[src/rtl/mem_access_unit_pkg.sv]
// Shared definitions for the load/store unit: funct3 encodings, access size
// codes, error codes, FSM state encoding and the latched request payload.
package mem_access_unit_pkg;

   localparam int unsigned XLEN   = 32;
   localparam int unsigned ADDR_W = 32;
   localparam int unsigned F3_W   = 3;
   localparam int unsigned SIZE_W = 3;
   localparam int unsigned ERR_W  = 2;
   localparam int unsigned TAG_W  = 5;

   // RV32I load/store width encodings
   localparam logic [F3_W-1:0] F3_BYTE   = 3'b000;
   localparam logic [F3_W-1:0] F3_HALF   = 3'b001;
   localparam logic [F3_W-1:0] F3_WORD   = 3'b010;
   localparam logic [F3_W-1:0] F3_BYTE_U = 3'b100;
   localparam logic [F3_W-1:0] F3_HALF_U = 3'b101;

   // RAM access size codes, in bytes
   localparam logic [SIZE_W-1:0] SZ_B = 3'd1;
   localparam logic [SIZE_W-1:0] SZ_H = 3'd2;
   localparam logic [SIZE_W-1:0] SZ_W = 3'd4;

   typedef enum logic [ERR_W-1:0] {
      ERR_OK       = 2'd0,
      ERR_MISALIGN = 2'd1,
      ERR_FAULT    = 2'd2,
      ERR_ILLEGAL  = 2'd3
   } err_e;

   typedef enum logic [1:0] {
      ST_IDLE   = 2'd0,
      ST_ACCESS = 2'd1,
      ST_RESP   = 2'd2
   } state_e;

   // Request fields kept for the duration of one transaction
   typedef struct packed {
      logic              we;
      logic [F3_W-1:0]   funct3;
      logic [ADDR_W-1:0] addr;
      logic [TAG_W-1:0]  rd;
   } req_t;

   // Byte count from the low funct3 bits; 2'b11 is illegal and never reaches the RAM
   function automatic logic [SIZE_W-1:0] size_of(input logic [F3_W-1:0] funct3);
      logic [SIZE_W-1:0] sz;
      case (funct3[1:0])
         2'b00:   sz = SZ_B;
         2'b01:   sz = SZ_H;
         default: sz = SZ_W;
      endcase
      return sz;
   endfunction

   // Clear the bytes above the access size
   function automatic logic [XLEN-1:0] mask_to_size(input logic [XLEN-1:0] data,
                                                    input logic [SIZE_W-1:0] size);
      logic [XLEN-1:0] m;
      case (size)
         SZ_B:    m = {24'h0, data[7:0]};
         SZ_H:    m = {16'h0, data[15:0]};
         default: m = data;
      endcase
      return m;
   endfunction

endpackage

[src/rtl/mem_access_unit_if.sv]
// Bus bundle around the load/store unit: request and response handshakes from
// the execute stage plus the split read/write ports to the data RAM.
// slave  : the load/store unit itself
// master : the surrounding environment (execute stage + data RAM)
interface mem_access_unit_if;
   import mem_access_unit_pkg::*;

   logic              req_valid;
   logic              req_ready;
   logic              req_we;
   logic [F3_W-1:0]   req_funct3;
   logic [ADDR_W-1:0] req_addr;
   logic [XLEN-1:0]   req_wdata;
   logic [TAG_W-1:0]  req_rd;

   logic              rsp_valid;
   logic              rsp_ready;
   logic [XLEN-1:0]   rsp_rdata;
   logic [TAG_W-1:0]  rsp_rd;
   logic [ERR_W-1:0]  rsp_err;

   logic [ADDR_W-1:0] rd_addr_o;
   logic              rd_en_o;
   logic [SIZE_W-1:0] rd_size_o;
   logic [XLEN-1:0]   rd_data_i;

   logic [ADDR_W-1:0] wd_addr_o;
   logic              wd_en_o;
   logic [SIZE_W-1:0] wd_size_o;
   logic [XLEN-1:0]   wd_data_o;

   modport slave (
      input  req_valid, req_we, req_funct3, req_addr, req_wdata, req_rd,
      output req_ready,
      output rsp_valid, rsp_rdata, rsp_rd, rsp_err,
      input  rsp_ready,
      output rd_addr_o, rd_en_o, rd_size_o,
      input  rd_data_i,
      output wd_addr_o, wd_en_o, wd_size_o, wd_data_o
   );

   modport master (
      output req_valid, req_we, req_funct3, req_addr, req_wdata, req_rd,
      input  req_ready,
      input  rsp_valid, rsp_rdata, rsp_rd, rsp_err,
      output rsp_ready,
      input  rd_addr_o, rd_en_o, rd_size_o,
      output rd_data_i,
      input  wd_addr_o, wd_en_o, wd_size_o, wd_data_o
   );

endinterface

[src/rtl/mem_access_unit_load_ext.sv]
// load_ext: sign/zero extension of LSB-aligned raw load data by RV32I funct3.
// Ports: funct3 (width code), raw (32-bit LSB-aligned data), result_c (extended).
// Purely combinational so it can be shared with the fetch path.
module load_ext
   import mem_access_unit_pkg::*;
(
   input  logic [F3_W-1:0] funct3,
   input  logic [XLEN-1:0] raw,
   output logic [XLEN-1:0] result_c
);

   // Extension select; word and unknown codes pass through
   always_comb begin
      result_c = raw;
      case (funct3)
         F3_BYTE:   result_c = {{24{raw[7]}}, raw[7:0]};
         F3_HALF:   result_c = {{16{raw[15]}}, raw[15:0]};
         F3_BYTE_U: result_c = {24'h0, raw[7:0]};
         F3_HALF_U: result_c = {16'h0, raw[15:0]};
         default:   result_c = raw;
      endcase
   end

endmodule

[src/rtl/mem_access_unit.sv]
// mem_access_unit: single-outstanding load/store initiator for the data RAM.
// Accepts a request, checks funct3 legality, alignment and range, performs one
// RAM cycle (read or write) and returns an extended load result or store
// completion on the response channel.
// Ports: clk, rst (synchronous, active low), bus (mem_access_unit_if.slave):
//   req_*  request handshake from execute, rsp_* response handshake,
//   rd_*   RAM read port, wd_* RAM write port.
module mem_access_unit
   import mem_access_unit_pkg::*;
#(
   parameter int unsigned MEM_BYTES   = 8192,
   parameter bit          CHECK_ALIGN = 1'b1
) (
   input  logic              clk,
   input  logic              rst,
   mem_access_unit_if.slave  bus
);

   state_e            state_q, state_d;
   req_t              req_q;
   logic [SIZE_W-1:0] size_q;
   logic [XLEN-1:0]   wd_data_q;
   logic              rd_go_q, wr_go_q;

   logic              rsp_valid_q;
   logic [XLEN-1:0]   rsp_rdata_q;
   logic [TAG_W-1:0]  rsp_rd_q;
   logic [ERR_W-1:0]  rsp_err_q;

   logic              accept_c;
   logic [SIZE_W-1:0] req_size_c;
   logic              illegal_c, misalign_c, fault_c;
   logic [ADDR_W:0]   end_addr_c;
   err_e              req_err_c;
   logic [XLEN-1:0]   ext_c;

   // Request classification; the end address is one bit wider so it cannot wrap
   always_comb begin
      req_size_c = size_of(bus.req_funct3);
      illegal_c  = (bus.req_funct3 inside {3'b011, 3'b110, 3'b111})
                   || (bus.req_we && bus.req_funct3[2]);
      misalign_c = CHECK_ALIGN && (((req_size_c == SZ_H) && bus.req_addr[0])
                   || ((req_size_c == SZ_W) && (bus.req_addr[1:0] != 2'b00)));
      end_addr_c = {1'b0, bus.req_addr} + (ADDR_W+1)'(req_size_c);
      fault_c    = end_addr_c > (ADDR_W+1)'(MEM_BYTES);
      if (illegal_c)       req_err_c = ERR_ILLEGAL;
      else if (misalign_c) req_err_c = ERR_MISALIGN;
      else if (fault_c)    req_err_c = ERR_FAULT;
      else                 req_err_c = ERR_OK;
   end

   // Next-state logic
   always_comb begin
      state_d  = state_q;
      accept_c = 1'b0;
      case (state_q)
         ST_IDLE: begin
            if (bus.req_valid) begin
               accept_c = 1'b1;
               state_d  = (req_err_c != ERR_OK) ? ST_RESP : ST_ACCESS;
            end
         end
         ST_ACCESS: state_d = ST_RESP;
         ST_RESP:   if (bus.rsp_ready) state_d = ST_IDLE;
         default:   state_d = ST_IDLE;
      endcase
   end

   // State register
   always_ff @(posedge clk) begin
      if (!rst) state_q <= ST_IDLE;
      else      state_q <= state_d;
   end

   load_ext u_load_ext (
      .funct3   (req_q.funct3),
      .raw      (bus.rd_data_i),
      .result_c (ext_c)
   );

   // Request, RAM-port and response registers
   always_ff @(posedge clk) begin
      if (!rst) begin
         req_q       <= '0;
         size_q      <= '0;
         wd_data_q   <= '0;
         rd_go_q     <= 1'b0;
         wr_go_q     <= 1'b0;
         rsp_valid_q <= 1'b0;
         rsp_rdata_q <= '0;
         rsp_rd_q    <= '0;
         rsp_err_q   <= '0;
      end else begin
         // RAM enables are one-cycle pulses set only for error-free requests
         rd_go_q <= 1'b0;
         wr_go_q <= 1'b0;
         if (accept_c) begin
            req_q.we     <= bus.req_we;
            req_q.funct3 <= bus.req_funct3;
            req_q.addr   <= bus.req_addr;
            req_q.rd     <= bus.req_rd;
            size_q       <= req_size_c;
            wd_data_q    <= mask_to_size(bus.req_wdata, req_size_c);
            if (req_err_c == ERR_OK) begin
               rd_go_q <= ~bus.req_we;
               wr_go_q <= bus.req_we;
            end else begin
               rsp_valid_q <= 1'b1;
               rsp_rdata_q <= '0;
               rsp_rd_q    <= bus.req_rd;
               rsp_err_q   <= req_err_c;
            end
         end
         if (state_q == ST_ACCESS) begin
            rsp_valid_q <= 1'b1;
            rsp_rdata_q <= req_q.we ? '0 : ext_c;
            rsp_rd_q    <= req_q.rd;
            rsp_err_q   <= ERR_OK;
         end
         if ((state_q == ST_RESP) && bus.rsp_ready) rsp_valid_q <= 1'b0;
      end
   end

   assign bus.req_ready = (state_q == ST_IDLE);

   assign bus.rsp_valid = rsp_valid_q;
   assign bus.rsp_rdata = rsp_rdata_q;
   assign bus.rsp_rd    = rsp_rd_q;
   assign bus.rsp_err   = rsp_err_q;

   // Enables are gated by reset so a store caught mid-access never writes
   assign bus.rd_en_o   = rd_go_q & rst;
   assign bus.wd_en_o   = wr_go_q & rst;
   assign bus.rd_addr_o = req_q.addr;
   assign bus.rd_size_o = size_q;
   assign bus.wd_addr_o = req_q.addr;
   assign bus.wd_size_o = size_q;
   assign bus.wd_data_o = wd_data_q;

endmodule

[src/flat_wrapper.sv]
// flat-port wrapper written by rule: the top's interface ports become plain ports
module mem_access_unit_flat import mem_access_unit_pkg::*;
#(
   parameter int unsigned MEM_BYTES   = 8192,
   parameter bit          CHECK_ALIGN = 1'b1
)
  (clk, rst, bus_req_valid, bus_req_we, bus_req_funct3, bus_req_addr, bus_req_wdata, bus_req_rd, bus_req_ready, bus_rsp_valid, bus_rsp_rdata, bus_rsp_rd, bus_rsp_err, bus_rsp_ready, bus_rd_addr_o, bus_rd_en_o, bus_rd_size_o, bus_rd_data_i, bus_wd_addr_o, bus_wd_en_o, bus_wd_size_o, bus_wd_data_o);
  mem_access_unit_if bus_i ();
  input  logic clk;
  input  logic rst;
  input wire logic [$bits(bus_i.req_valid)-1:0] bus_req_valid;
  input wire logic [$bits(bus_i.req_we)-1:0] bus_req_we;
  input wire logic [$bits(bus_i.req_funct3)-1:0] bus_req_funct3;
  input wire logic [$bits(bus_i.req_addr)-1:0] bus_req_addr;
  input wire logic [$bits(bus_i.req_wdata)-1:0] bus_req_wdata;
  input wire logic [$bits(bus_i.req_rd)-1:0] bus_req_rd;
  output wire logic [$bits(bus_i.req_ready)-1:0] bus_req_ready;
  output wire logic [$bits(bus_i.rsp_valid)-1:0] bus_rsp_valid;
  output wire logic [$bits(bus_i.rsp_rdata)-1:0] bus_rsp_rdata;
  output wire logic [$bits(bus_i.rsp_rd)-1:0] bus_rsp_rd;
  output wire logic [$bits(bus_i.rsp_err)-1:0] bus_rsp_err;
  input wire logic [$bits(bus_i.rsp_ready)-1:0] bus_rsp_ready;
  output wire logic [$bits(bus_i.rd_addr_o)-1:0] bus_rd_addr_o;
  output wire logic [$bits(bus_i.rd_en_o)-1:0] bus_rd_en_o;
  output wire logic [$bits(bus_i.rd_size_o)-1:0] bus_rd_size_o;
  input wire logic [$bits(bus_i.rd_data_i)-1:0] bus_rd_data_i;
  output wire logic [$bits(bus_i.wd_addr_o)-1:0] bus_wd_addr_o;
  output wire logic [$bits(bus_i.wd_en_o)-1:0] bus_wd_en_o;
  output wire logic [$bits(bus_i.wd_size_o)-1:0] bus_wd_size_o;
  output wire logic [$bits(bus_i.wd_data_o)-1:0] bus_wd_data_o;
  assign bus_i.req_valid = bus_req_valid;
  assign bus_i.req_we = bus_req_we;
  assign bus_i.req_funct3 = bus_req_funct3;
  assign bus_i.req_addr = bus_req_addr;
  assign bus_i.req_wdata = bus_req_wdata;
  assign bus_i.req_rd = bus_req_rd;
  assign bus_req_ready = bus_i.req_ready;
  assign bus_rsp_valid = bus_i.rsp_valid;
  assign bus_rsp_rdata = bus_i.rsp_rdata;
  assign bus_rsp_rd = bus_i.rsp_rd;
  assign bus_rsp_err = bus_i.rsp_err;
  assign bus_i.rsp_ready = bus_rsp_ready;
  assign bus_rd_addr_o = bus_i.rd_addr_o;
  assign bus_rd_en_o = bus_i.rd_en_o;
  assign bus_rd_size_o = bus_i.rd_size_o;
  assign bus_i.rd_data_i = bus_rd_data_i;
  assign bus_wd_addr_o = bus_i.wd_addr_o;
  assign bus_wd_en_o = bus_i.wd_en_o;
  assign bus_wd_size_o = bus_i.wd_size_o;
  assign bus_wd_data_o = bus_i.wd_data_o;
  mem_access_unit #(.MEM_BYTES(MEM_BYTES), .CHECK_ALIGN(CHECK_ALIGN)) u_core (.clk(clk), .rst(rst), .bus(bus_i));
endmodule
[config.mk]
export PLATFORM = sky130hd
export DESIGN_NAME = mem_access_unit_flat
export DESIGN_NICKNAME = d
export VERILOG_FILES = /design/src/rtl/mem_access_unit_pkg.sv /design/src/rtl/mem_access_unit_if.sv /design/src/rtl/mem_access_unit_load_ext.sv /design/src/rtl/mem_access_unit.sv /design/src/flat_wrapper.sv
export SDC_FILE = /design/constraint.sdc
export NUM_CORES = 1
export LEC_CHECK = 0
export ABC_AREA = 1
export ABC_CLOCK_PERIOD_IN_PS = 5300
export BUFFER_PORTS_ARGS = -buffer_cell sky130_fd_sc_hd__buf_2
export CAP_MARGIN = 0
export CORE_MARGIN = 2
export CORE_UTILIZATION = 40
export DETAILED_ROUTE_END_ITERATION = 10
export MAX_ROUTING_LAYER = met4
export PLACE_DENSITY = 0.67
export SLEW_MARGIN = 20
export SYNTH_ARGS = -nofsm -noshare
export SYNTH_HDL_FRONTEND = slang
export SYNTH_SLANG_ARGS = --single-unit
[constraint.sdc]
create_clock -name clk -period 5.3 [get_ports clk]
set_input_delay 1.59 -clock clk [delete_from_list [all_inputs] [get_ports clk]]
set_output_delay 1.59 -clock clk [all_outputs]
set_load 0.1 [all_outputs]
==> Implementation_results.wiki <==
{| class="wikitable"
! Metric !! Value
|-
| Max-Cap Viols || 0
|-
| Post-layout nets || 1258
|-
| Startpoint of the most critical setup path || bus_req_funct3[1]
|-
| Final TNS setup || 0 ns
|-
| Floorplan Core Area || 0.0159 mm²
|-
| Reg-to-Reg Start || u_core.state_q[0]
|-
| Number of remaining DRC errors || 0
|-
| Crit path DAT || 4.66 ns
|-
| Residual antenna-violating net count after detailed routing || 0
|-
| Worst Setup Path Type || in2reg
|-
| Clock buffers created by TritonCTS || 17
|-
| Max Fanout on Critical Path || 22
|-
| Antenna violations before repair || 2
|-
| Post-synthesis sequential area ratio || 37.0%
|-
| Average cell area after synthesis || 6.68 µm²
|-
| Fraction of met2 tracks used by global routing || 34.8%
|-
| Die Span X || 131 µm
|-
| Number of buffers on the longest clock path || 2
|-
| Detailed-route vias per instance || 4.95
|-
| Number of instances resized during post-cts repair || 0
|-
| Final estimated routing congestion in global placement || 0.979
|-
| Most heavily used metal layer in global routing || met2
|-
| Peak supply drop || 238 µV
|-
| DPL Wire Length || 14.6 mm
|-
| Unrepaired setup endpoints after global routing || no
|-
| Hold Violations, Final || 0
|-
| Number of endpoints failing setup at the final stage || 0
|-
| Outcome || finished clean
|-
| Net count after synthesis || 1087
|-
| Fraction of layout instances using a drive strength above 1 || 27.6%
|-
| Area added between synthesis and finish || 23.7%
|-
| Required time of the worst setup path || 5.64 ns
|-
| Number of synthesized register bits || 120
|-
| IO Count || 254
|-
| Clk_skew || 0.00714 ns
|-
| Yosys warning count || 0
|-
| Ratio of total power to cell area || 373 mW/mm²
|-
| First-pass GRT wire length || 31.9 mm
|-
| Post-layout instance count excluding filler cells || 1375
|-
| Total die area || 0.0173 mm²
|-
| Row Count || 46
|-
| Clock tree root buffer cell || sky130_fd_sc_hd__clkbuf_16
|-
| Setup Slack @ Placement || 0.597 ns
|-
| Post-CTS Hold Fix Bufs || 0
|-
| Total standard cell area after synthesis || 0.00650 mm²
|-
| Global Route met3 Usage || 5.59%
|-
| Headroom to the max-slew limit || 28.8%
|-
| Max Fclk || 231 MHz
|-
| Drt total wl || 19.7 mm
|-
| Worst flop-to-flop path endpoint || u_core.bus.rsp_rdata[18]
|-
| Post-layout min period || 4.32 ns
|-
| Type of element capturing the critical path || flop
|-
| Height of the die || 131 µm
|-
| Latest clock arrival within the worst-skew pair || 0.42 ns
|-
| Initial Utilization || 40.9%
|-
| Drt first-iter violations || 413
|-
| Vias in the first global route || 6274
|-
| CTS H-tree depth || 4
|-
| Post-Syn Instances || 973
|-
| Input/output buffers || 253
|-
| Core occupancy in the finished layout || 50.6%
|-
| Remaining Overflow, GRT || 0
|-
| Global routing usage on met1 || 29.9%
|-
| Register-to-register path setup slack || 2.31 ns
|-
| Count of pins over their slew limit || 0
|-
| Least-Margin Pin Slew || 1.06 ns
|-
| Number of detailed-routing iterations run before antenna repair || 7
|-
| Tcrit/Tclk final || 81.5%
|-
| Number of distinct standard cells referenced by the synthesized netlist || 37
|-
| End point of the critical path || u_core.bus.rsp_rdata[1]
|-
| Placed cell count || 1341
|-
| Total clock sinks || 120
|-
| Post-route worst setup slack || 0.978 ns
|-
| Crit path launch type || input port
|-
| Largest net degree at the start of global routing || 58
|-
| Clock tree from TritonCTS || done
|-
| Cell depth of the worst flop-to-flop path || 7
|-
| Routed len/inst || 14.3 µm
|-
| GRT Resource Usage Total || 23.4%
|-
| Count of fill cells added during filler insertion || 1674
|-
| Path type of the worst min-delay path || reg2reg
|-
| Leakage power || 0.00393 µW
|-
| Buffer count from post-CTS setup fixing || 0
|-
| CTS clk-pin slew, worst paths || 0.05 ns
|-
| Count of vias placed by the detailed router || 6808
|}
-- metrics by stage --
stage | instance area, µm² | hold slack [ns] | power [µW]
after floorplan | 6500 | 0.449 | 1700
after global placement | 7410 | 0.448 | 1800
after detailed placement | 7410 | 0.450 | 1800
after CTS | 8030 | 0.458 | 3020
after global routing | 8040 | 0.484 | 3110
final | 8040 | 0.461 | 3000
-- synth_stat cells (all sizes together) --
cell / number / area (µm²)
nand2: 214 / 823
nor2: 172 / 673
dfxtp: 120 / 2400
o21ai: 95 / 475
nand3: 94 / 521
buf: 79 / 578
a21oi: 75 / 379
inv: 54 / 203
clkbuf: 28 / 105
nand3b: 12 / 90.1
nor3: 5 / 25.0
ha: 4 / 50.1
nand4: 3 / 25.0
nor3b: 3 / 22.5
xnor2: 3 / 26.3
clkinv: 2 / 7.51
mux2i: 2 / 20.0
xor2: 2 / 17.5
a311oi: 1 / 8.76
a31oi: 1 / 6.26
fa: 1 / 20.0
nor4: 1 / 6.26
o21bai: 1 / 7.51
or2: 1 / 6.26
-- cells by family (layout without fill, tap and decap cells) --
group	count (synthesis)	after routing	synth area share (%)
muxes	2	2	0.308
xor gates and xnor gates	5	5	0.674
DFF	120	120	37.0
adders and majority gates	5	5	1.08
AOI/OAI and AO/OA	173	173	13.5
other	0	2	0
buffers and inverters	163	347	13.7
and+or+nand+nor	505	505	33.7
-- cell usage in the layout, fill, tap and decap left out, types with 4 or more instances in the layout --
master                      netlist  layout
sky130_fd_sc_hd__clkbuf_16        0      17
sky130_fd_sc_hd__o21ai_0         92      92
sky130_fd_sc_hd__buf_4           67       6
sky130_fd_sc_hd__a21oi_1         74      74
sky130_fd_sc_hd__nand3_2         10      10
sky130_fd_sc_hd__nor2_1         165     165
sky130_fd_sc_hd__ha_1             4       4
sky130_fd_sc_hd__inv_1           53      53
sky130_fd_sc_hd__nand2_2          5       6
sky130_fd_sc_hd__dfxtp_1        120     120
sky130_fd_sc_hd__buf_2            3     253
sky130_fd_sc_hd__nand3b_1        12      12
sky130_fd_sc_hd__nor2_2           5       5
sky130_fd_sc_hd__nand2_1        208     207
sky130_fd_sc_hd__nand3_1         84      84
sky130_fd_sc_hd__clkbuf_8         0       4
sky130_fd_sc_hd__nor3_1           5       5
-- worst min-delay path by stage --
stage                        startpoint                  endpoint  slack [ns]  depth (start not counted)
6_report       u_core.bus.wd_data_o[18]  u_core.bus.wd_data_o[18]        0.46                          2
5_1_grt        u_core.bus.wd_data_o[25]  u_core.bus.wd_data_o[25]        0.48                          2
4_1_cts           u_core.bus.rsp_err[0]     u_core.bus.rsp_err[0]        0.46                          2
3_5_place_dp      u_core.bus.rsp_err[0]     u_core.bus.rsp_err[0]        0.45                          2
3_3_place_gp      u_core.bus.rsp_err[0]     u_core.bus.rsp_err[0]        0.45                          2
2_1_floorplan          u_core.req_q[39]          u_core.req_q[39]        0.45                          2
-- worst max-delay path, stage by stage --
cell and delay (ns):
sky130_fd_sc_hd__buf_2 0.26, sky130_fd_sc_hd__nor2_1 0.11, sky130_fd_sc_hd__ha_1 0.25, sky130_fd_sc_hd__fa_1 0.43, sky130_fd_sc_hd__nand3_1 0.14, sky130_fd_sc_hd__nand2_2 0.11, sky130_fd_sc_hd__nand3_1 0.16, sky130_fd_sc_hd__nor2_1 0.08
sky130_fd_sc_hd__nand2_1 0.06, sky130_fd_sc_hd__nand2_1 0.08, sky130_fd_sc_hd__nor2_2 0.15, sky130_fd_sc_hd__nand2_1 0.07, sky130_fd_sc_hd__o21ai_1 0.18, sky130_fd_sc_hd__nand4_2 0.16, sky130_fd_sc_hd__nand2_4 0.27, sky130_fd_sc_hd__buf_4 0.29
sky130_fd_sc_hd__nand3_1 0.10, sky130_fd_sc_hd__a21oi_1 0.17
-- state kept, by name, indices dropped and copies added, names as in the netlist --
name	flops
u_core.bus.rd_addr_o	32
u_core.bus.rd_size_o	3
u_core.bus.rsp_err	2
u_core.bus.rsp_rd	5
u_core.bus.rsp_rdata	32
u_core.bus.rsp_valid	1
u_core.bus.wd_data_o	32
u_core.rd_go_q	1
u_core.req_q	9
u_core.state_q	2
u_core.wr_go_q	1
-- layout make-up --
cell class	count	area, µm²	share of cell area (%)
Clock buffer	22	484	6.03
Inverter	56	211	2.63
Multi-Input combinational cell	690	3210	40.0
Timing Repair Buffer	259	1310	16.3
Tap cell	216	270	3.36
Clock inverter	10	140	1.74
Sequential cell	120	2400	29.9
Antenna cell	2	5.00	0.0623
-- metal layers --
layer,up-vias,wire length [µm]
li1,3447,-
met1,3053,9030
met2,264,8780
met3,44,1300
met4,0,597
met5,-,0
-- power by group --
group / switching (µW) / total [µW] / internal (µW) / leakage, µW
Combinational: 665 / 799 / 135 / 0.00265
Clock: 424 / 1210 / 789 / 0.000299
Sequential: 31.0 / 983 / 952 / 0.000984
No activity file was read; power rests on OpenSTA's default activity.
